`config.mk`:
```
export PLATFORM = sky130hd
export DESIGN_NAME = timer_responder
export DESIGN_NICKNAME = d
export VERILOG_FILES = /design/src/rtl/timer_responder.sv
export SDC_FILE = /design/constraint.sdc
export NUM_CORES = 1
export LEC_CHECK = 0
export CORE_MARGIN = 4
export CORE_UTILIZATION = 49
export CTS_BUF_LIST = sky130_fd_sc_hd__clkbuf_8 sky130_fd_sc_hd__clkbuf_16
export DETAILED_ROUTE_END_ITERATION = 16
export PLACE_DENSITY = 0.78
export SETUP_SLACK_MARGIN = 0.4
export SLEW_MARGIN = 25
export SYNTH_ARGS = -nofsm -noshare
export SYNTH_HDL_FRONTEND = slang
export SYNTH_SLANG_ARGS = --single-unit
export TNS_END_PERCENT = 100
```
`constraint.sdc`:
```
create_clock -name clk -period 2.6 [get_ports clk]
set_input_delay 0.26 -clock clk [delete_from_list [all_inputs] [get_ports clk]]
set_output_delay 0.26 -clock clk [all_outputs]
set_load 0.01 [all_outputs]
```
`src/rtl/timer_responder.sv`:
```
// Memory-mapped programmable countdown timer on the processor bridge bus.
// Word offsets: 0=CTRL {IM, MODE[1:0], EN}, 1=PRESET, 2=COUNT (read-only), 3=reserved.
// Raises irq either as a sticky level (one-shot) or as a one-cycle pulse per period
// (auto-reload).
module timer_responder #(
    parameter int unsigned CNT_W = 32
) (
    input  logic        clk,
    input  logic        reset,
    input  logic        sel,
    input  logic [1:0]  addr,
    input  logic        we,
    input  logic [31:0] wd,
    output logic [31:0] rd,
    output logic        irq
);

    typedef enum logic [1:0] {
        StIdle,
        StLoad,
        StCnt,
        StInt
    } state_e;

    state_e             state_q, state_d;
    logic               en_q, en_d;
    logic [1:0]         mode_q, mode_d;
    logic               im_q, im_d;
    logic               sticky_q, sticky_d;
    logic [CNT_W-1:0]   preset_q, preset_d;
    logic [CNT_W-1:0]   count_q, count_d;

    logic               ctrl_wr;
    logic               preset_wr;
    logic               auto_reload;

    assign ctrl_wr     = sel & we & (addr == 2'd0);
    assign preset_wr   = sel & we & (addr == 2'd1);
    // Modes 2 and 3 fall back to one-shot behaviour.
    assign auto_reload = (mode_q == 2'd1);

    // State and register file update.
    always_ff @(posedge clk or negedge reset) begin
        if (!reset) begin
            state_q  <= StIdle;
            en_q     <= 1'b0;
            mode_q   <= 2'd0;
            im_q     <= 1'b0;
            sticky_q <= 1'b0;
            preset_q <= '0;
            count_q  <= '0;
        end else begin
            state_q  <= state_d;
            en_q     <= en_d;
            mode_q   <= mode_d;
            im_q     <= im_d;
            sticky_q <= sticky_d;
            preset_q <= preset_d;
            count_q  <= count_d;
        end
    end

    // Next-state logic: FSM first, then software writes override its side effects.
    always_comb begin
        state_d  = state_q;
        en_d     = en_q;
        mode_d   = mode_q;
        im_d     = im_q;
        sticky_d = sticky_q;
        preset_d = preset_q;
        count_d  = count_q;

        case (state_q)
            StIdle: begin
                if (en_q) begin
                    state_d = StLoad;
                end
            end
            StLoad: begin
                count_d = preset_q;
                state_d = StCnt;
            end
            StCnt: begin
                if (!en_q) begin
                    // Disabled mid-count: freeze COUNT; re-enabling restarts via LOAD.
                    state_d = StIdle;
                end else if (count_q == '0) begin
                    state_d = StInt;
                    if (!auto_reload) begin
                        sticky_d = 1'b1;
                    end
                end else begin
                    count_d = count_q - CNT_W'(1);
                end
            end
            StInt: begin
                if (auto_reload) begin
                    state_d = StLoad;
                end else begin
                    en_d    = 1'b0;
                    state_d = StIdle;
                end
            end
            default: begin
                state_d = StIdle;
            end
        endcase

        // A CTRL write wins over the FSM clearing EN or setting the sticky flag.
        if (ctrl_wr) begin
            en_d     = wd[0];
            mode_d   = wd[2:1];
            im_d     = wd[3];
            sticky_d = 1'b0;
        end
        if (preset_wr) begin
            preset_d = wd[CNT_W-1:0];
        end
    end

    // Combinational read mux, zero when the device is not selected.
    always_comb begin
        rd = '0;
        if (sel) begin
            case (addr)
                2'd0:    rd = {28'd0, im_q, mode_q, en_q};
                2'd1:    rd = 32'(preset_q);
                2'd2:    rd = 32'(count_q);
                default: rd = '0;
            endcase
        end
    end

    // Built only from registered terms so the interrupt line cannot glitch.
    assign irq = im_q & (sticky_q | ((state_q == StInt) & auto_reload));

endmodule

```
==> flow_metrics.tcl <==
set metrics [dict create \
    fin_util_pct 70.8 \
    grt_start_max_net_pins 45 \
    routedWlPerCell_um 20.0 \
    route.detailed.drc 0 \
    core_region_area_um2 8340 \
    crit_fanout 6 \
    ys_types 52 \
    antenna-diode-count 0 \
    ant_nets 0 \
    gp_congestion 0.921 \
    worstPathRequired_ns 2.84 \
    fin_crit_sh_pct 99.8 \
    rsz0062_at_grt "yes" \
    clkSlewWorstSetupHoldPaths_ns 0.08 \
    slowest_delay_ns 0.58 \
    multi_input_area_um2 2510 \
    endpoint_kind "flip-flop" \
    final_nets 590 \
    async_flop_share_pct 100 \
    cts_buffers 9 \
    first_iter_violations 301 \
    antenna_found_initial 0 \
    min_path_type "primary input to async pin" \
    grt_use_total_pct 26.5 \
    grt_pass1_wl_um 21500 \
    tightest_slew_ns 0.962 \
    worst_path_max_delay_cell "or4b_4" \
    dieArea_um2 10200 \
    ys_ff_latch 71 \
    synth_edf_count 0 \
    finClkSkew_ns 0.0134 \
    drive_gt1_share_pct 28.3 \
    dieHeight_um 101 \
    regArea_um2 1780 \
    rrSetupSlack_ns 0.005 \
    synthCells 443 \
    first_pass_iters 5 \
    grt.overflow.total 0 \
    power_density_nw_per_um2 930 \
    synth_flop_cell "dfrtp_1" \
    die_w_um 101 \
    cp-start-kind "flip-flop" \
    crit_chain "or4_4, or4b_4, buf_6, nor4_4, buf_4, nor2_4, buf_12, a22o_1" \
    critPathArrivalTime_ns 2.83 \
    outcome "finished, final reports clean" \
    ys_warn_count 0 \
    dpl.hpwl_um 8330 \
    relSlewSlack_pct 35.5 \
    yosysSeqAreaShare_pct 41.9 \
    syn2layout_area_growth_pct 39.1 \
    syn_nets 482 \
    grt_pass1_vias 4274 \
    cts_sinks 71 \
    setup_tns_ns 0 \
    drv_cap 0 \
    htreeDepth 3 \
    fillCellCount 619 \
    hold_viol_final 0 \
    clk_latency_ns 0.35 \
    layout_common_cells "dfrtp_1, buf_4, a22oi_1, clkdlybuf4s50_1, mux2_2" \
    fmax_mhz 385 \
    vias 4227 \
    cts_buffer_depth 2 \
    cts_root_buffer "clkbuf_8" \
    fin_crit_ns 2.60 \
    cp_top_family "simple AND/OR/NAND/NOR gates" \
    start_util_pct 50.9 \
    setup_viol 0 \
    final_common_cell "dfrtp_1" \
    cts_tree "yes" \
    syn_area_um2 4240 \
    wl_um 13200 \
    drv_slew 0 \
    ios 71 \
    critical_path_class "flip-flop to flip-flop" \
    final_area_um2 5900 \
    port_buffers 70 \
    path_buf_inv 3 \
    design_power_total_uw 5490 \
    ir_drop_mv 0.513 \
    power.leakage_uw 0.00243 \
    place_area_um2 5290 \
    rows 33 \
    synth.avg_cell_area_um2 9.58 \
    vias_per_cell 6.40 \
]
kinds of logic (layout without fill, tap and decap cells):
family	Yosys count	in the layout	synth area share (%)
fa+ha+maj	1	1	0.295
flops	71	71	41.9
simple gates	149	152	19.7
mux	40	40	10.5
buf+inv	42	151	4.66
compound gates	140	140	23.0
routing by layer:
| layer | part of all wire (%) | up-vias | track usage, % | routed length, um |
|---|---|---|---|---|
| met1 | 41 | 2048 | 34.3 | 5380 |
| met3 | 7.2 | 38 | 3.94 | 947 |
| met2 | 49 | 225 | 43.8 | 6470 |
| li1 | - | 1916 | - | - |
| met5 | 0 | - | 0 | 0 |
| met4 | 3.3 | 0 | 11.6 | 430 |
through the flow:
step	instances	worst slack (ns)	hold slack, ns
after detailed placement	622	-0.0117	0.341
after floorplan	443	0.000826	-0.0356
after CTS	656	0.0636	0.497
after global placement	622	0.0245	0.330
after global routing	660	-0.0567	0.514
final	660	0.00479	0.473
state kept, by name, indices dropped and copies added (netlist names):
name / flops
count_q: 32
mode_q: 2
im_q: 1
state_q: 2
en_q: 1
sticky_q: 1
preset_q: 32
area by class of cell:
class	instances	area share, %
clock buffer	11	2.56
clock inverter	4	0.784
inverter	4	0.254
multi-input combinational	333	42.5
sequential	71	30.1
tap	105	2.23
timing repair buffer	132	21.5
worst paths after layout:
path / end / startpoint / cells after the start
worst max-delay path: count_q[17] / count_q[20] / 8
worst min-delay path: preset_q[25] / reset / 2
worst max register to register: count_q[17] / count_q[20] / 8
worst min register to register: preset_q[8] / preset_q[8] / 1
max in group asynchronous: count_q[9] / reset / 3
min in group clk: preset_q[29] / wd[29] / 2
timing repair:
item | 4_1_cts | 5_1_grt
pin swaps | 8 | 12
hold buffers | 1 | 0
cloned | 6 | 1
resized for setup | 44 | 48
buffers inserted | 12 | 3
endpoints found under the setup margin | 64 | 47
hold endpoints to repair | 27 | 0
cell usage after synthesis (2+ instances only):
cell       count  area (um^2)
nor2_1        20         75.1
a22oi_1       38          285
o31a_1         4         35.0
o22ai_1        3         18.8
o31ai_1       12         90.1
a32oi_1        2         17.5
a21oi_1       14         70.1
dfrtp_1       71         1780
nand3_1       12         60.1
o41ai_1        4         35.0
nor4_1        10         62.6
a2bb2oi_1      5         43.8
buf_6          5         56.3
mux2_2        35          394
buf_1          5         18.8
or4_1          6         45.0
or3_1          5         31.3
nor2b_1       31          194
or4_4          2         22.5
o2bb2ai_1      8         70.1
nor3_1        23          115
inv_1          3         11.3
o21ai_1        4         20.0
nand4_1        3         18.8
mux2i_1        5         50.1
nand2_1       23         86.3
buf_2          2         10.0
a22o_1         2         17.5
clkbuf_1      26         97.6
o211ai_1       3         22.5
a31oi_1       11         68.8
o32ai_1        2         17.5
and2_1         4         25.0
o21ai_0       22          110
report_power, final:
group	total, uW	internal (uW)	switching [uW]
registers	1910	1490	422
clock network	898	485	413
logic	2680	1260	1420
total	5490	3240	2250
Power figures use the tool's default switching activity.
